### config.mk
export PLATFORM = sky130hd
export DESIGN_NAME = loop_gain_scheduler
export DESIGN_NICKNAME = d
export VERILOG_FILES = /design/src/rtl/loop_gain_scheduler.sv
export SDC_FILE = /design/constraint.sdc
export NUM_CORES = 1
export LEC_CHECK = 0
export ABC_AREA = 1
export BUFFER_PORTS_ARGS = -buffer_cell sky130_fd_sc_hd__buf_4
export CAP_MARGIN = 20
export CORE_ASPECT_RATIO = 2
export CORE_MARGIN = 1
export CORE_UTILIZATION = 40
export DETAILED_ROUTE_END_ITERATION = 6
export PLACE_DENSITY_LB_ADDON = 0.1
export SYNTH_ARGS = -nofsm -noshare
export SYNTH_HDL_FRONTEND = slang
export SYNTH_SLANG_ARGS = --single-unit
### constraint.sdc
create_clock -name gen_clk_i -period 2.6 [get_ports gen_clk_i]
set_clock_uncertainty 0.2 [all_clocks]
set_input_delay 0.52 -clock gen_clk_i [delete_from_list [all_inputs] [get_ports gen_clk_i]]
set_output_delay 0.52 -clock gen_clk_i [all_outputs]
set_load 0.02 [all_outputs]
### src/rtl/loop_gain_scheduler.sv
// Gear-shifting gain scheduler for the ADPLL PI loop filter.
// Steps kp/ki through ACQUIRE, TRACK and LOCKED from error statistics.
module loop_gain_scheduler #(
  parameter int ERROR_WIDTH = 8,
  parameter int KP_WIDTH = 3,
  parameter int KI_WIDTH = 4,
  parameter logic [KP_WIDTH-1:0] KP_ACQ = 3'b100,
  parameter logic [KI_WIDTH-1:0] KI_ACQ = 4'b0100,
  parameter logic [KP_WIDTH-1:0] KP_TRK = 3'b010,
  parameter logic [KI_WIDTH-1:0] KI_TRK = 4'b0010,
  parameter logic [KP_WIDTH-1:0] KP_LCK = 3'b001,
  parameter logic [KI_WIDTH-1:0] KI_LCK = 4'b0001,
  parameter int LOCK_THRESH = 4,
  parameter int UNLOCK_THRESH = 16,
  parameter int LOCK_COUNT = 32,
  parameter int UNLOCK_COUNT = 4,
  parameter int CNT_WIDTH = 8
) (
  input  logic                   gen_clk_i,
  input  logic                   reset_n_i,
  input  logic                   error_valid_i,
  input  logic [ERROR_WIDTH-1:0] error_i,
  input  logic                   force_acq_i,
  output logic [KP_WIDTH-1:0]    kp_o,
  output logic [KI_WIDTH-1:0]    ki_o,
  output logic [1:0]             gear_o,
  output logic                   lock_o,
  output logic                   gain_update_o
);

  typedef enum logic [1:0] {
    GEAR_ACQ = 2'b00,
    GEAR_TRK = 2'b01,
    GEAR_LCK = 2'b10
  } gear_e;

  localparam logic [ERROR_WIDTH-1:0] ERR_MIN =
    {1'b1, {(ERROR_WIDTH-1){1'b0}}};
  localparam logic [ERROR_WIDTH-1:0] ERR_MAX =
    {1'b0, {(ERROR_WIDTH-1){1'b1}}};
  localparam logic [ERROR_WIDTH-1:0] LOCK_T =
    ERROR_WIDTH'(LOCK_THRESH);
  localparam logic [ERROR_WIDTH-1:0] UNLOCK_T =
    ERROR_WIDTH'(UNLOCK_THRESH);
  localparam logic [CNT_WIDTH-1:0] LOCK_MAX =
    CNT_WIDTH'(LOCK_COUNT);
  localparam logic [CNT_WIDTH-1:0] LOCK_LAST =
    CNT_WIDTH'(LOCK_COUNT - 1);
  localparam logic [CNT_WIDTH-1:0] UNLOCK_MAX =
    CNT_WIDTH'(UNLOCK_COUNT);
  localparam logic [CNT_WIDTH-1:0] UNLOCK_LAST =
    CNT_WIDTH'(UNLOCK_COUNT - 1);
  localparam logic [CNT_WIDTH-1:0] CNT_ONE =
    CNT_WIDTH'(1);

  gear_e gear_q, gear_d;
  logic [CNT_WIDTH-1:0] lock_cnt_q, lock_cnt_d;
  logic [CNT_WIDTH-1:0] unlock_cnt_q, unlock_cnt_d;
  logic [KP_WIDTH-1:0] kp_d;
  logic [KI_WIDTH-1:0] ki_d;
  logic lock_d, upd_d;

  logic [ERROR_WIDTH-1:0] abs_err;
  logic in_win, out_win;

  // Magnitude of the error; the most negative code saturates
  always_comb begin
    abs_err = error_i;
    if (error_i == ERR_MIN) begin
      abs_err = ERR_MAX;
    end else if (error_i[ERROR_WIDTH-1]) begin
      abs_err = ~error_i + ERROR_WIDTH'(1);
    end
  end

  assign in_win = (abs_err <= LOCK_T);
  assign out_win = (abs_err > UNLOCK_T);

  // State, counters and registered outputs
  always_ff @(posedge gen_clk_i or negedge reset_n_i) begin
    if (!reset_n_i) begin
      gear_q <= GEAR_ACQ;
      lock_cnt_q <= '0;
      unlock_cnt_q <= '0;
      kp_o <= KP_ACQ;
      ki_o <= KI_ACQ;
      lock_o <= 1'b0;
      gain_update_o <= 1'b0;
    end else begin
      gear_q <= gear_d;
      lock_cnt_q <= lock_cnt_d;
      unlock_cnt_q <= unlock_cnt_d;
      kp_o <= kp_d;
      ki_o <= ki_d;
      lock_o <= lock_d;
      gain_update_o <= upd_d;
    end
  end

  // Next gear and counters from the current sample
  always_comb begin
    gear_d = gear_q;
    lock_cnt_d = lock_cnt_q;
    unlock_cnt_d = unlock_cnt_q;
    if (force_acq_i) begin
      gear_d = GEAR_ACQ;
      lock_cnt_d = '0;
      unlock_cnt_d = '0;
    end else if (error_valid_i) begin
      if (!in_win) begin
        lock_cnt_d = '0;
      end else if (lock_cnt_q != LOCK_MAX) begin
        lock_cnt_d = lock_cnt_q + CNT_ONE;
      end
      if (gear_q == GEAR_ACQ || in_win) begin
        unlock_cnt_d = '0;
      end else if (out_win && unlock_cnt_q != UNLOCK_MAX) begin
        unlock_cnt_d = unlock_cnt_q + CNT_ONE;
      end
      if (in_win && gear_q != GEAR_LCK
          && lock_cnt_q == LOCK_LAST) begin
        gear_d = (gear_q == GEAR_ACQ) ? GEAR_TRK : GEAR_LCK;
        lock_cnt_d = '0;
      end
      if (out_win && gear_q != GEAR_ACQ
          && unlock_cnt_q == UNLOCK_LAST) begin
        gear_d = GEAR_ACQ;
        lock_cnt_d = '0;
        unlock_cnt_d = '0;
      end
    end
  end

  // Gains, lock flag and update pulse for the next gear
  always_comb begin
    kp_d = KP_ACQ;
    ki_d = KI_ACQ;
    lock_d = 1'b0;
    upd_d = (gear_d != gear_q);
    unique case (gear_d)
      GEAR_TRK: begin
        kp_d = KP_TRK;
        ki_d = KI_TRK;
      end
      GEAR_LCK: begin
        kp_d = KP_LCK;
        ki_d = KI_LCK;
        lock_d = 1'b1;
      end
      default: begin
        kp_d = KP_ACQ;
        ki_d = KI_ACQ;
      end
    endcase
  end

  assign gear_o = gear_q;

endmodule
# Word-level counts from Yosys, hierarchy flattened
# Index checks and enable logic that the tools add are counted.
[word_totals]
mem_bits_ro = 0
latch_bits = 0
ramBits = 0
elab_cells = 56
register_bits = 27
output_inout_bits = 11
inputBits = 12
mem_count = 0
[op_classes]
multipliers = 0
n_mux = 21
n_lt_le_gt_ge = 2
reduce_logical = 12
eq_ne = 10
bitwise_logic = 1
shift = 0
n_div = 0
add_sub_neg = 3
[ops]
columns = ["operator", "n"]
rows = [
  ["$mux W8", 13],
  ["$add A8 B1 Y8 const B", 3],
  ["$pmux W3 S2", 2],
  ["$mux W2", 5],
  ["$eq A8 B2 Y1 const B", 1],
  ["$eq A8 B5 Y1 const B", 1],
  ["$eq A8 B8 Y1 const B", 1],
  ["$gt A8 B5 Y1 const B", 1],
  ["$le A8 B3 Y1 const B", 1],
  ["$ne A8 B3 Y1 const B", 1],
  ["$ne A8 B6 Y1 const B", 1],
  ["$not A8 Y8", 1],
  ["$logic_and A1 B1 Y1", 5],
  ["$ne A5 B2 Y1 const B", 1],
  ["$reduce_and A2 Y1", 2],
  ["$reduce_bool A2 Y1", 2],
  ["$reduce_bool A4 Y1", 1],
  ["$eq A2 B1 Y1 const B", 1],
  ["$eq A2 B2 Y1 const B", 1],
  ["$logic_not A2 Y1", 1],
  ["$ne A2 B2 Y1", 1],
  ["$ne A2 B2 Y1 const B", 1],
  ["$logic_or A1 B1 Y1", 1],
  ["$mux W1", 1],
]

# Depth between registers and ports, before layout
[logic_depth]
ltp_word = 13
ltp_mapped = 17
mapped_depth_nobuf = 17

# Worst setup path before layout
# No wires, ideal clock.
[synth_path]
path_kind = "input -> register"
startpoint = "input port error_i[0]"
endpoint = "register ki_o[2]"
arrival_time_ns = 2.027
setup_ns = 0.083
n_path_buf = 0
slack_ns = 0.290
path_stages = 15
required_ns = 2.317
cell_sequence = "inv_1 > ha_1 > nand2_1 > nand2_1 > nor2_2 > nand2_1 > inv_1 > nand3_1 > nand2_1 > nand2_2 > a21oi_2 > nand4_1 > nand3_1 > inv_1 > ha_1"
[synth_via]
elab_chain_len = 13
word_cells_on_any_way = 18
cone_classes = "1 x add/sub; 2 x order compare; 3 x eq/ne; 7 x mux; 1 x bitwise; 4 x reduce/logical"
[synth_lines]
columns = ["element", "line_no", "text"]
rows = [
  ["from (decl)", "22", "input logic [ERROR_WIDTH-1:0] error_i,"],
  ["$not A8 Y8", "72", "abs_err = ~error_i + ERROR_WIDTH'(1);"],
  ["$add A8 B1 Y8", "72", ""],
  ["$mux W8", "71", "end else if (error_i[ERROR_WIDTH-1]) begin"],
  ["$mux W8 (*)", "69", "if (error_i == ERR_MIN) begin"],
  ["$le A8 B3 Y1", "76", "assign in_win = (abs_err <= LOCK_T);"],
  ["$logic_and A1 B1 Y1", "120", "if (in_win && gear_q != GEAR_LCK"],
  ["$logic_and A1 B1 Y1", "121", "&& lock_cnt_q == LOCK_LAST) begin"],
  ["$mux W2", "120", ""],
  ["$mux W2 (*)", "125", "if (out_win && gear_q != GEAR_ACQ"],
  ["$mux W2 (*)", "109", "end else if (error_valid_i) begin"],
  ["$mux W2 (*)", "105", "if (force_acq_i) begin"],
  ["via gear_d[0]", "56", "gear_e gear_q, gear_d;"],
  ["$eq A2 B2 Y1 or $eq A2 B1 Y1 (tied branches)", "140", "unique case (gear_d)"],
  ["$pmux W3 S2 (*)", "140", ""],
  ["via ki_d[2]", "60", "logic [KI_WIDTH-1:0] ki_d;"],
  ["to (signal assigned)", "94", "ki_o <= ki_d;"],
  ["to (decl)", "25", "output logic [KI_WIDTH-1:0] ki_o,"],
]
# The timed path passes the listed nets; every way through them passes the cells marked *.
# A chain may end at the register's enable or synchronous reset.

# Worst setup path in the final report
# Same ends and word-level chain as after synthesis.

==> impl_metrics.prom <==
# TYPE chip_impl_metric gauge
chip_impl_info{name="synth.area.top_cells",value="sky130_fd_sc_hd__dfrtp_1, sky130_fd_sc_hd__nand2_1, sky130_fd_sc_hd__inv_1, sky130_fd_sc_hd__ha_1, sky130_fd_sc_hd__nand3_1"} 1
chip_impl_metric{name="critPathBufInv",unit=""} 4
chip_impl_info{name="setup.worst_path.class",value="in -> reg"} 1
chip_impl_metric{name="period_needed",unit="ns"} 2.27
chip_impl_metric{name="synth_enable_flop_cells",unit=""} 0
chip_impl_metric{name="slew_viol_final",unit=""} 0
chip_impl_metric{name="nets",unit=""} 276
chip_impl_metric{name="maximum_achievable_frequency",unit="MHz"} 440
chip_impl_metric{name="synth.ff_latch_count",unit=""} 22
chip_impl_metric{name="chipHeight",unit="um"} 93.3
chip_impl_metric{name="average_vias_per_placed_instance",unit=""} 4.65
chip_impl_metric{name="yosysTopAreaCellShare",unit=""} 0.315
chip_impl_info{name="holdCritPathClass",value="in -> reg"} 1
chip_impl_metric{name="route.detailed.drc",unit=""} 0
chip_impl_metric{name="critical_path.max_stage_delay",unit="ns"} 0.28
chip_impl_info{name="worst_setup_path_end_kind",value="register"} 1
chip_impl_metric{name="cp.arrival",unit="ns"} 2.26
chip_impl_info{name="synth_top_cell_by_area",value="sky130_fd_sc_hd__dfrtp_1"} 1
chip_impl_metric{name="antenna_found_initial",unit=""} 0
chip_impl_metric{name="synthesis.nets",unit=""} 254
chip_impl_info{name="rsz0062_at_grt",value="false"} 1
chip_impl_info{name="critical-path-top-delay-family",value="simple AND/OR/NAND/NOR gates"} 1
chip_impl_metric{name="clk_transition_reported_paths",unit="ns"} 0.08
chip_impl_metric{name="grtUsageTotal",unit=""} 0.167
chip_impl_metric{name="clock_latency_of_the_later_clocked_register_in_the_worst_skew_pair",unit="ns"} 0.26
chip_impl_info{name="run_status",value="completed"} 1
chip_impl_metric{name="vias",unit=""} 1428
chip_impl_metric{name="syn_inst",unit=""} 235
chip_impl_metric{name="top_level_ports",unit=""} 23
chip_impl_metric{name="floorplan.die_area",unit="um2"} 4450
chip_impl_metric{name="setup_viol",unit=""} 0
chip_impl_metric{name="yosysWarnings",unit=""} 0
chip_impl_metric{name="count_of_antenna_diodes_in_the_layout",unit=""} 0
chip_impl_metric{name="finalWeightedCongestion",unit=""} 0.842
chip_impl_metric{name="cp.required",unit="ns"} 2.59
chip_impl_metric{name="final_clock_period_utilization_by_the_worst_path",unit=""} 0.874
chip_impl_metric{name="cts-resized-gates",unit=""} 0
chip_impl_metric{name="dp_hpwl",unit="um"} 2700
chip_impl_metric{name="avgRoutedWirePerCell",unit="um"} 10.6
chip_impl_metric{name="irDropWorstVdd",unit="mV"} 0.212
chip_impl_metric{name="layout_area_growth_over_synthesis",unit="%"} 15.2
chip_impl_metric{name="dieWidth",unit="um"} 47.7
chip_impl_metric{name="worst_hold_slack",unit="ns"} 0.380
chip_impl_metric{name="drt_first_pass_iters",unit=""} 4
chip_impl_metric{name="clock_tree_sinks",unit=""} 22
chip_impl_metric{name="cts_max_path_buffers",unit=""} 2
chip_impl_metric{name="ant_nets",unit=""} 0
chip_impl_metric{name="count_of_endpoints_failing_hold_in_the_final_timing_report",unit=""} 0
chip_impl_metric{name="yosysSeqAreaShare",unit=""} 0.331
chip_impl_metric{name="buffer_ports.inserted",unit=""} 21
chip_impl_metric{name="syn_area",unit="um2"} 1670
chip_impl_metric{name="final.setup.tns",unit="ns"} 0
chip_impl_metric{name="ctsHtreeMaxLevel",unit=""} 1
chip_impl_metric{name="start_util",unit=""} 0.425
chip_impl_metric{name="ctsHoldBuffers",unit=""} 1
chip_impl_metric{name="wl",unit="um"} 3260
chip_impl_info{name="crit_path_top_delay_cell",value="sky130_fd_sc_hd__ha_1"} 1
chip_impl_metric{name="grt_start_max_net_pins",unit=""} 23
chip_impl_metric{name="synthArstFlopShare",unit=""} 1.00
chip_impl_metric{name="drt_iter0_drc",unit=""} 15
chip_impl_metric{name="overflow",unit=""} 0
chip_impl_metric{name="grt_pass1_vias",unit=""} 1360
chip_impl_metric{name="cts.repair_timing.setup_buffer_count",unit=""} 0
chip_impl_metric{name="grt_first_pass_wirelength",unit="um"} 5490
chip_impl_metric{name="post_route_cells_drive_above_1_share",unit=""} 0.211
chip_impl_info{name="clock_tree_from_tritoncts",value="yes"} 1
chip_impl_metric{name="fp-row-count",unit=""} 32
chip_impl_info{name="critical_path_cell_by_cell",value="buf_4 > inv_1 > ha_1 > nand2_1 > nand2_1 > nor2_2 > nand2_1 > inv_1 > nand3_1 > nand2_1 > nand2_2 > a21oi_2 > nand4_1 > nand3_1 > inv_1 > ha_1"} 1
chip_impl_info{name="kind_of_start_point_of_the_critical_path",value="input port"} 1
chip_impl_metric{name="crit_path_max_fanout",unit=""} 3
chip_impl_info{name="yosys_most_used_dff",value="sky130_fd_sc_hd__dfrtp_1"} 1
chip_impl_metric{name="synth.avg_cell_area",unit="um2"} 7.10
chip_impl_metric{name="finalPower",unit="W"} 0.000688
chip_impl_info{name="clock_tree.root_cell",value="sky130_fd_sc_hd__clkbuf_8"} 1
chip_impl_metric{name="leakagePower",unit="nW"} 0.961
chip_impl_info{name="critical-path-top-cell-by-count",value="sky130_fd_sc_hd__nand2_1"} 1
chip_impl_metric{name="power_density",unit="nW/um2"} 358
chip_impl_metric{name="synth_cell_types",unit=""} 33
chip_impl_metric{name="tritoncts.num_buffers",unit=""} 3
chip_impl_metric{name="maxCapViolCount",unit=""} 0
chip_impl_metric{name="fp.coreArea",unit="um2"} 3920
kinds of logic (layout without fill, tap and decap cells):
family | after synthesis | after routing | share of synthesized area
compound gates | 22 | 22 | 0.0810
xor+xnor | 1 | 1 | 0.00525
fa+ha+maj | 7 | 7 | 0.0525
buf+inv | 55 | 76 | 0.144
flops | 22 | 22 | 0.331
other cells | 1 | 1 | 0.00225
simple gates | 127 | 127 | 0.384
worst register-to-register path: stages, from the launching register on:
cell	delay [ns]
sky130_fd_sc_hd__dfrtp_1	0.35
sky130_fd_sc_hd__ha_1	0.17
sky130_fd_sc_hd__nand2_1	0.06
sky130_fd_sc_hd__nor2_1	0.14
sky130_fd_sc_hd__nand2_1	0.07
sky130_fd_sc_hd__inv_1	0.08
sky130_fd_sc_hd__o211ai_1	0.08
sky130_fd_sc_hd__inv_1	0.16
sky130_fd_sc_hd__nand3_1	0.12
sky130_fd_sc_hd__nand2_1	0.07
sky130_fd_sc_hd__inv_1	0.04
sky130_fd_sc_hd__nand2_1	0.07
sky130_fd_sc_hd__nand3_1	0.10
sky130_fd_sc_hd__buf_4	0.15
sky130_fd_sc_hd__ha_1	0.18
metal layers:
| layer | track usage | share of wire |
|---|---|---|
| met5 | 0 | 0 |
| met3 | 0.0116 | 0.011 |
| met4 | 0.0625 | 0.017 |
| met1 | 0.167 | 0.39 |
| met2 | 0.323 | 0.58 |
flip-flops by register name, summed over array words and instances (netlist names):
signal / count
ki_o: 2
gear_o: 2
gain_update_o: 1
unlock_cnt_q: 8
lock_o: 1
lock_cnt_q: 8
report_power, final:
group	leakage (nW)	switching (W)	internal, W
Combinational	0.628	0.0000645	0.0000363
Clock	0.0288	0.000110	0.000135
Sequential	0.304	0.000000169	0.000342
metrics by stage:
step | util | std cells | setup slack [ns] | cell area [um2]
floorplan | - | 235 | 0.290 | 1670
global placement | 0.473 | 302 | 0.0868 | 1860
detailed placement | 0.473 | 302 | 0.0275 | 1860
CTS | 0.490 | 307 | 0.306 | 1920
global route | 0.490 | 307 | 0.0970 | 1920
finish | 0.490 | 307 | 0.329 | 1920
path summary, 6_finish.rpt:
path,start,slack [ns],cells after the start,to
worst max-delay path,error_i[0],0.33,16,ki_o[2]
worst max register to register,lock_cnt_q[1],0.45,14,ki_o[1]
worst min-delay path,force_acq_i,0.38,4,unlock_cnt_q[4]
min in group asynchronous,reset_n_i,0.48,2,lock_o
worst min register to register,unlock_cnt_q[5],0.38,2,unlock_cnt_q[5]
max in group asynchronous,reset_n_i,1.44,2,ki_o[2]
area by class of cell:
cell class	count	area, um2
inverters	48	180
clock buffers	4	55.1
multi-input cells	158	876
flip-flops and latches	22	552
fillers	442	2000
well taps	51	63.8
repair buffers	24	195
cells in the mapped netlist (2+ instances only):
| cell | count |
|---|---|
| sky130_fd_sc_hd__nand2_1 | 55 |
| sky130_fd_sc_hd__dfrtp_1 | 21 |
| sky130_fd_sc_hd__nor3_1 | 9 |
| sky130_fd_sc_hd__ha_1 | 7 |
| sky130_fd_sc_hd__o21ai_0 | 12 |
| sky130_fd_sc_hd__buf_6 | 2 |
| sky130_fd_sc_hd__nor2_1 | 20 |
| sky130_fd_sc_hd__inv_2 | 3 |
| sky130_fd_sc_hd__nor4_1 | 2 |
| sky130_fd_sc_hd__nand2_2 | 6 |
| sky130_fd_sc_hd__nor2_4 | 2 |
| sky130_fd_sc_hd__o21ai_1 | 3 |
| sky130_fd_sc_hd__nor2_2 | 4 |
| sky130_fd_sc_hd__inv_1 | 45 |
| sky130_fd_sc_hd__nand3_1 | 16 |
| sky130_fd_sc_hd__buf_4 | 5 |
| sky130_fd_sc_hd__nand4_1 | 4 |
| sky130_fd_sc_hd__nor3b_2 | 4 |
placed cells by master (no fill, tap or decap), drive strengths merged:
master       netlist  routed
a21oi              2       2
a31oi              1       1
buf                7      23
clkbuf             0       4
conb               1       1
dfrtp             21      21
dfstp              1       1
dlygate4sd3        0       1
ha                 7       7
inv               48      48
nand2             62      62
nand3             17      17
nand3b             1       1
nand4              5       5
nor2              27      27
nor3               9       9
nor3b              4       4
nor4               2       2
o211ai             1       1
o21ai             17      17
o31ai              1       1
xnor2              1       1
Note: power is estimated with default switching activity, not from simulation.
